===== src/rtl/alu_slice_sequencer.sv =====
// alu_slice_sequencer
// Runs a W_SLICE*N_SLICES-bit operation through an external combinational
// W_SLICE-bit ALU, one slice per clock, LSB slice first, and presents the
// assembled result with a valid/ready handshake.
// Optional feature: define ALU_SEQ_ZERO_EN to add a registered Zero flag
// that is set when the completed result is all zeros.
module alu_slice_sequencer #(
  parameter int W_SLICE  = 4,
  parameter int N_SLICES = 4
) (
  input  logic                          Clk,
  input  logic                          nReset,
  input  logic                          In_valid,
  output logic                          In_ready,
  input  logic [W_SLICE*N_SLICES-1:0]   OpA,
  input  logic [W_SLICE*N_SLICES-1:0]   OpB,
  input  logic                          Cin,
  input  logic [2:0]                    OpMode,
  output logic [W_SLICE-1:0]            AluA,
  output logic [W_SLICE-1:0]            AluB,
  output logic                          AluCB_in,
  output logic [2:0]                    AluMode,
  input  logic [W_SLICE-1:0]            AluResult,
  input  logic                          AluCB_out,
  output logic                          Out_valid,
  input  logic                          Out_ready,
  output logic [W_SLICE*N_SLICES-1:0]   Res,
  output logic                          Cout
`ifdef ALU_SEQ_ZERO_EN
  ,
  output logic                          Zero
`endif
);

  localparam int W   = W_SLICE * N_SLICES;
  localparam int K_W = (N_SLICES > 1) ? $clog2(N_SLICES) : 1;
  localparam logic [K_W-1:0] K_LAST = K_W'(N_SLICES - 1);

  typedef enum logic [1:0] {
    IDLE = 2'd0,
    RUN  = 2'd1,
    DONE = 2'd2
  } state_t;

  state_t               r_state;
  logic [K_W-1:0]       r_k;
  logic                 r_in_ready;
  logic                 r_out_valid;
  logic [W-1:0]         r_res;
  logic                 r_cout;

  // Latched request and working accumulator (no reset: only read in RUN)
  logic [W-1:0]         r_opa;
  logic [W-1:0]         r_opb;
  logic                 r_cin;
  logic [2:0]           r_mode;
  logic [W-1:0]         r_acc;
  logic                 r_carry;

  logic                 w_run;
  logic                 w_arith;
  logic                 w_last;
  logic                 w_accept;
  logic                 w_cb_in;
  logic [W_SLICE-1:0]   w_slice_a;
  logic [W_SLICE-1:0]   w_slice_b;
  logic [W-1:0]         w_acc_nxt;

  assign w_run    = (r_state == RUN);
  assign w_arith  = (r_mode[2:1] == 2'b00);
  assign w_last   = (r_k == K_LAST);
  assign w_accept = (r_state == IDLE) && In_valid;

  // Select the current operand slices and merge the ALU result into slice k
  always_comb begin
    w_slice_a = '0;
    w_slice_b = '0;
    w_acc_nxt = r_acc;
    for (int i = 0; i < N_SLICES; i++) begin
      if (r_k == K_W'(i)) begin
        w_slice_a = r_opa[i*W_SLICE +: W_SLICE];
        w_slice_b = r_opb[i*W_SLICE +: W_SLICE];
        w_acc_nxt[i*W_SLICE +: W_SLICE] = AluResult;
      end
    end
  end

  // Carry chain only for add/subtract; first slice takes the request carry
  assign w_cb_in = w_arith ? ((r_k == '0) ? r_cin : r_carry) : 1'b0;

  // ALU drive is forced to zero outside RUN (including while in reset)
  assign AluA     = w_run ? w_slice_a : '0;
  assign AluB     = w_run ? w_slice_b : '0;
  assign AluCB_in = w_run ? w_cb_in   : 1'b0;
  assign AluMode  = w_run ? r_mode    : 3'b000;

  assign In_ready  = r_in_ready;
  assign Out_valid = r_out_valid;
  assign Res       = r_res;
  assign Cout      = r_cout;

  // Capture the request on acceptance and accumulate slices while running
  always_ff @(posedge Clk) begin
    if (w_accept) begin
      r_opa  <= OpA;
      r_opb  <= OpB;
      r_cin  <= Cin;
      r_mode <= OpMode;
    end
    if (w_run) begin
      r_acc   <= w_acc_nxt;
      r_carry <= AluCB_out;
    end
  end

`ifdef ALU_SEQ_ZERO_EN
  logic r_zero;
  assign Zero = r_zero;

  // Zero flag is updated together with the result it describes
  always_ff @(posedge Clk or negedge nReset) begin
    if (!nReset) begin
      r_zero <= 1'b0;
    end else if (w_run && w_last) begin
      r_zero <= (w_acc_nxt == '0);
    end
  end
`endif

  // Sequencer FSM with registered handshake and result outputs
  always_ff @(posedge Clk or negedge nReset) begin
    if (!nReset) begin
      r_state     <= IDLE;
      r_k         <= '0;
      r_in_ready  <= 1'b1;
      r_out_valid <= 1'b0;
      r_res       <= '0;
      r_cout      <= 1'b0;
    end else begin
      case (r_state)
        IDLE: begin
          if (In_valid) begin
            r_state    <= RUN;
            r_k        <= '0;
            r_in_ready <= 1'b0;
          end
        end
        RUN: begin
          if (w_last) begin
            r_state     <= DONE;
            r_k         <= '0;
            r_res       <= w_acc_nxt;
            r_cout      <= AluCB_out;
            r_out_valid <= 1'b1;
          end else begin
            r_k <= r_k + 1'b1;
          end
        end
        DONE: begin
          if (Out_ready) begin
            r_state     <= IDLE;
            r_out_valid <= 1'b0;
            r_in_ready  <= 1'b1;
          end
        end
        default: begin
          r_state     <= IDLE;
          r_k         <= '0;
          r_in_ready  <= 1'b1;
          r_out_valid <= 1'b0;
        end
      endcase
    end
  end

endmodule


===== config.mk =====
export PLATFORM = sky130hd
export DESIGN_NAME = alu_slice_sequencer
export DESIGN_NICKNAME = d
export VERILOG_FILES = /design/src/rtl/alu_slice_sequencer.sv
export SDC_FILE = /design/constraint.sdc
export NUM_CORES = 1
export LEC_CHECK = 0
export ABC_AREA = 0
export BUFFER_PORTS_ARGS = -buffer_cell sky130_fd_sc_hd__buf_2
export CORE_ASPECT_RATIO = 1.25
export CORE_MARGIN = 10
export CORE_UTILIZATION = 47
export DETAILED_ROUTE_END_ITERATION = 12
export PLACE_DENSITY_LB_ADDON = 0.2
export SETUP_SLACK_MARGIN = 0.5
export SLEW_MARGIN = 20
export SYNTH_ARGS = -nofsm -noshare
export SYNTH_HDL_FRONTEND = slang
export SYNTH_SLANG_ARGS = --single-unit

===== constraint.sdc =====
create_clock -name Clk -period 3.7 [get_ports Clk]
set_input_delay 0.925 -clock Clk [delete_from_list [all_inputs] [get_ports Clk]]
set_output_delay 0.925 -clock Clk [all_outputs]
set_load 0.1 [all_outputs]

Yosys cells after proc, flatten, opt, wreduce, memory -nomap -nowiden
Cells that the tools add are included.

Bits in registers: 76. Latch bits: 0. Input bits: 45. Bits in writable memories: 0. Output and inout bits: 31. Logic and storage cells: 64. ROM bits: 0. Memories kept: 0.

$mul: 0. Muxes and demuxes: 31. Order comparisons: 0. Add/subtract/negate cells: 1. Reduce and logical (&&, ||, !) cells: 9. Divide/modulo/power cells: 0. Eq/ne operators: 8. Bitwise logic cells: 3. Shifts and indexed selects: 0.

Operators with widths (count): 2-to-1 mux 4 bit (14); case mux 2 bit (3 select lines) (2); 2-to-1 mux 2 bit (5); AND reduction 3 bit (3); 2-to-1 mux 1 bit (7); == test 2 bit (second input constant) (3); zero test 2 bit (3); case mux 1 bit (3 select lines) (2); == test 2 x 1 -> 1 bit (second input constant) (2); inequality test 2 bit (second input constant) (2); AND reduction 2 bit (2); 2-to-1 mux 3 bit (1); inverter 1 bit (3); adder 2 x 1 -> 2 bit (second input constant) (1); inequality test 2 x 1 -> 1 bit (second input constant) (1); logical AND 1 bit (1).

Depth between registers and ports, before layout
Gate-level depths: netlist of run 1.

Word-level depth: 6. Mapped depth: 7. Depth with buffers taken out: 5.

Worst setup path after synthesis of run 1
No wires, ideal clock.

Path kind: register to output. From: reg r_k[0]. To: out AluB[0]. Arrival: 4.215 ns. Data required time: 2.775 ns. Path buffers: 2. Slack: -1.440 ns. Stages on the path, launching flop included: 8. Path through: dfrtp_1 -> inv_1 -> ha_1 -> buf_4 -> nor2b_1 -> buf_2 -> a221oi_1 -> o41ai_1.

Longest elaborated chain between the ends: 6. Elaborated cells on any way between the ends: 9. Classes of those cells: eq/ne (3); mux (5); reduce/logical (1).

RTL lines: from (decl) (line 46) `logic [K_W-1:0] r_k;`; from (signal assigned) (line 156) `r_k <= r_k + 1'b1;`; zero test 2 bit (line 80) `if (r_k == K_W'(i)) begin`; 2-to-1 mux 4 bit (3 in series) (line 80); 2-to-1 mux 4 bit * (line 80); 2-to-1 mux 4 bit * (line 93) `assign AluB = w_run ? w_slice_b : '0;`; to (decl) (line 20) `output logic [W_SLICE-1:0] AluB,`.

Mark *: on every way between the ends. The rest lies on a longest branch, timed or not.

Worst setup path after layout of run 1
From: reg r_k[0]. To: out AluB[3].

The elaborated chain is that of the path after synthesis.

==> flow_summary.ini, run 1 <==
[synth]
synth_warnings = 0
synth_common_cells = edfxtp_1 (49), dfrtp_1 (22), mux2_2 (20), mux2_4 (9), nor2b_1 (9)
ys.flop_type = edfxtp_1
synth_area_leaders = edfxtp_1 (50%), dfrtp_1 (19%), mux2_2 (7.7%)
synth_cell_type_count = 30
yosys.area.top_type_share_pct = 50.23
async_flop_share_pct = 31.94
synthCells = 178
synth_edf_count = 49
syn-num-nets = 227
yosys.area_share.simple_pct = 6.279
synth_compound_gate_area_share_pct = 6.536
ys_seq_area_share_pct = 69.93
synth_top_cell_by_area = edfxtp_1
avgSynthCellArea_sq_um = 16.46
synth_top_family_by_area = multiplexers
ys_ff_latch = 72
synth_xor_area_share_pct = 0
synth.most_common_cell = edfxtp_1
muxShareOfSynthArea_pct = 12.64
syn_area_sq_um = 2929
synthAdderAreaFrac_pct = 1.709

[timing]
setup_viol = 0
fmax_mhz = 335.0
skew_ns = 0.004953
hold_viol_final = 0
period_share_pct = 80.69
worst_pin_slew_ns = 0.5361
rsz0062_at_grt = false
max_slew_margin_pct = 64.26
fin_hold_ws_ns = 0.5025
maxSlewViolCount = 0
min_period_ns = 2.985

[critical_path]
critPathLaunchType = register
reg2reg_depth = 4
cp_max_fo = 20
path_class = register to output port
cp.arrival_ns = 2.06
cp-end-kind = output port
critPathRequiredTime_ns = 2.77

[floorplan]
start_util_pct = 47.81
die_w_um = 90.61
rows = 32
dieArea_sq_um = 9809
die_h_um = 108.3
ios = 76
core_region_area_sq_um = 6126

[place]
io_buffers = 75
dp.cells = 332
place.detailed.hpwl_um = 4267
routabilityCongestion = 0.6838

[routing]
drtPass1Iterations = 4
wl_per_cell_um = 17.22
drc = 0
detail_route.wirelength_um = 5974
ant_nets = 0
m1WireLength_um = 2466
first_iter_violations = 65
top_layer_used = met4
wl_met3_um = 365
dr_wl_met2_um = 3052
vias = 1733
vias_per_cell = 4.994

[run_status]
outcome = complete, no violations

[min_path]
holdPathStages = 1
hold_path.class = register to register

[clock_tree]
insertion_delay_ns = 0.34
h-tree-depth = 3
cts_root_buf = clkbuf_8
clk_pin_slew_ns = 0.07
cts_sinks = 72
cts_tree = yes
cts_buffer_depth = 2
cts_made_buffers = 9

[grt]
grt_pass1_wl_um = 9777
grt_start_max_net_pins = 38
grt_use_total_pct = 12.72
grt_overflow_total = 0
antenna_found_initial = 0
grt_pass1_vias = 1923

[final_layout]
area_growth_pct = 29.43
final.fill_count = 490
final_cells = 347
n_antenna_cell = 0
fin_nets = 307
layout-drive-gt1-share_pct = 52.67

[flow_run]
maxCapViolations = 0
## timing repair
item / CTS / global route
setup endpoints to repair: 8 / 4
pin swaps: 0 / 0
setup buffers: 0 / 0
hold buffers: 0 / 0
gates resized for setup: 4 / 2
gates cloned: 0 / 0
## registers in the layout, summed over array words and instances (netlist names)
signal,cells
r_acc,12
r_opa,16
r_cin,1
r_k,2
Out_valid,1
r_carry,1
r_mode,3
In_ready,1
Res,16
r_state,2
Cout,1
r_opb,16
## worst paths after layout
kind | start | to | slack (ns)
worst min register to register | Res[3]$_DFFE_PN0P_ | Res[3]$_DFFE_PN0P_ | 0.50
max in group asynchronous | nReset | In_ready$_DFFE_PN1P_ | 2.78
worst max register to register | r_k[0]$_DFFE_PN0P_ | Res[10]$_DFFE_PN0P_ | 1.89
min in group asynchronous | nReset | Res[14]$_DFFE_PN0P_ | 0.56
worst max-delay path | r_k[0]$_DFFE_PN0P_ | AluB[3] | 0.71
worst min-delay path | Res[3]$_DFFE_PN0P_ | Res[3]$_DFFE_PN0P_ | 0.50
## per-layer routing
metal	global-route usage (%)	up-vias
met5	0	-
met2	21.88	50
met1	13.50	833
li1	-	840
met3	5.964	10
met4	4.442	0
## per-stage QoR
step	area, sq um	setup TNS [ns]	utilization [%]	worst slack, ns
2_1_floorplan	3069	-0.1076	-	-0.1076
3_3_place_gp	3621	0	59.11	0.7166
3_5_place_dp	3621	0	59.11	0.6242
4_1_cts	3782	0	61.74	0.5556
5_1_grt	3791	0	61.89	0.5406
6_report	3791	0	61.89	0.7145
## cell families (layout without fill, tap and decap cells)
family                   Yosys count  count (layout)
AO/OA/AOI/OAI                     25              25
adder cells (fa/ha/maj)            4               4
buffers and inverters             16             100
flip-flops                        72              72
multiplexers                      30              30
AND/OR/NAND/NOR                   31              31
## layout make-up
cell class | instances | area [sq um] | area share (%)
sequential | 72 | 2048 | 54.03
multi-input combinational | 90 | 954.7 | 25.18
timing repair buffer | 80 | 509.2 | 13.43
clock buffer | 9 | 123.9 | 3.267
tap | 85 | 106.4 | 2.805
clock inverter | 6 | 27.53 | 0.7261
inverter | 5 | 21.27 | 0.5611
## placed cells by master, fill, tap and decap left out, types with 7 or more instances in the layout
cell type and instances:
a221oi_1 7, buf_2 68, clkbuf_8 9, dfrtp_1 22, edfxtp_1 49, mux2_2 20, mux2_4 9, nand3_1 7
nor2b_1 8
## critical path, cell delays in order, from the launching register on
cell	delay [ns]
dfrtp_1	0.43
inv_1	0.10
ha_2	0.44
a221oi_1	0.15
o41ai_4	0.38
buf_12	0.22
Power of run 1 is not shown: default switching activity piles up to over one toggle a cycle in this logic, so the estimate is an artifact.
==> run 2, diff against run 1 <==
Clock period 3.7 ns to 2.7 ns, I/O delays scaled along.
==> run 2 against run 1 <==
  * Clock skew down 0.00083 ns
  * Final cell count increased by 4.3%
  * First-iteration DRC count up 11%
  * Final area rose by 13%
  * Global-route usage rose by 0.78 points
  * Die area unchanged
  * Clock-buffer cell count unchanged
  * Register-to-register slack worse by 0.90 ns
  * Sequential cell count stayed put
  * Wire length up 11%
  * Sequential share of layout area is 6.1 points lower
  * Non-clock buffer count rose by 13
==> flow_summary.ini, run 2 (synthesis gave the netlist of run 1 again) <==
[clock_tree]
clk_pin_slew_ns = 0.08
cts_made_buffers = 9
h-tree-depth = 3
cts_tree = yes
insertion_delay_ns = 0.34
cts_sinks = 72
postCtsHoldBufs = 0
cts_buffer_depth = 2
cts_root_buf = clkbuf_8

[floorplan]
ios = 76
rows = 32
core_region_area_sq_um = 6126
die_w_um = 90.61
dieArea_sq_um = 9809
start_util_pct = 47.81
die_h_um = 108.3

[routing]
detail_route.wirelength_um = 6604
vias_per_cell = 5.105
ant_nets = 0
first_iter_violations = 72
drc = 0
wl_per_cell_um = 18.24
drtPass1Iterations = 5
vias = 1848

[critical_path]
rrSetupSlack_ns = 0.99
critPathRequiredTime_ns = 2.03
critPathLaunchType = register
cp_max_fo = 7
path_class = register to output port
r2r_start = r_k[1]$_DFFE_PN0P_
cp.arrival_ns = 1.95
reg2reg_depth = 5
cp-end-kind = output port
r2r_end = Res[1]$_DFFE_PN0P_

[timing]
skew_ns = 0.004121
postLayoutSetupSlackWorst_ns = 0.07308
worst_pin_slew_ns = 0.5247
min_period_ns = 2.627
setup_viol = 0
finalSetupTns_ns = 0
max_slew_margin_pct = 65.02
period_share_pct = 97.29
hold_viol_final = 0
fmax_mhz = 380.7
rsz0062_at_grt = true
maxSlewViolCount = 0

[final_layout]
mostFrequentLayoutCell = buf_2
fin_nets = 321
final_cells = 362
final_cell_mix = buf_2 (63), edfxtp_1 (49), mux2_2 (20)
n_antenna_cell = 0
fin_area_sq_um = 4284
area_growth_pct = 46.26
layout-drive-gt1-share_pct = 63.54

[flow_run]
maxCapViolations = 0

[grt]
grt_pass1_wl_um = 10360
antenna_found_initial = 0
grt_overflow_total = 0
grt_start_max_net_pins = 38
grt_use_total_pct = 13.49
grt_pass1_vias = 2004

[run_status]
outcome = complete, no violations

[place]
routabilityCongestion = 0.7573
place.detailed.hpwl_um = 4494
dp.cells = 335
placed_area_sq_um = 3822
dp_slack_ns = 0.3857
io_buffers = 75

[min_path]
hold_path.class = input pin to asynchronous set/reset pin
-- run 2: cell types whose count changed in the layout (fill, tap and decap cells not counted), moves of 3 or more --
cell and change:
ha_4 +4, buf_4 +4, buf_12 +8, dfrtp_1 -4
buf_6 +3, buf_2 -5, and2_4 +3, and2_1 -3
dfrtp_2 +4, a221oi_2 +6, a221oi_1 -7
-- run 2: metrics by stage --
step / utilization, % / hold slack [ns]
2_1_floorplan: - / 0.3794
3_3_place_gp: 62.40 / 0.4842
3_5_place_dp: 62.40 / 0.4873
4_1_cts: 68.04 / 0.3065
5_1_grt: 69.93 / 0.3260
6_report: 69.93 / 0.3017
-- run 2: timing repair --
item,CTS,global route
resized for setup,21,17
cloned,2,2
endpoints found under the setup margin,12,12
pin swaps,8,9
setup buffers,4,3
endpoints found under the hold margin,0,0
-- run 2: critical path, cell delays in order (launching register included) --
cell and delay (ns):
dfrtp_2 0.47, inv_4 0.11, ha_4 0.13, nor2b_4 0.15, buf_8 0.15, a221oi_2 0.08
o41ai_4 0.29, buf_12 0.22
-- run 2: area by class of cell --
class | instances | area (sq um)
well taps | 85 | 106.4
multi-input cells | 90 | 1102
repair buffers | 93 | 780.7
flip-flops and latches | 72 | 2053
inverters | 5 | 36.28
clock buffers | 9 | 123.9
clock inverters | 7 | 72.57
fillers | 414 | 1842
repair inverters | 1 | 8.758
-- run 2: worst max path at each step --
stage,startpoint,end,slack (ns)
6_report,r_k[1]$_DFFE_PN0P_,AluA[3],0.07
5_1_grt,r_k[1]$_DFFE_PN0P_,AluB[1],-0.004
4_1_cts,r_k[1]$_DFFE_PN0P_,AluB[1],0.03
3_5_place_dp,r_k[0]$_DFFE_PN0P_,AluB[1],0.39
3_3_place_gp,r_k[0]$_DFFE_PN0P_,AluA[2],0.42
2_1_floorplan,r_k[0]$_DFFE_PN0P_,AluB[0],-0.16
-- run 2: layer usage --
metal	track usage (%)	vias up	part of all wire [%]
met5	0	-	0
met4	3.872	0	0.50
met3	7.074	8	7.4
li1	-	866	-
met1	13.88	909	40
met2	23.58	65	52
Power of run 2 is left out for the same reason.
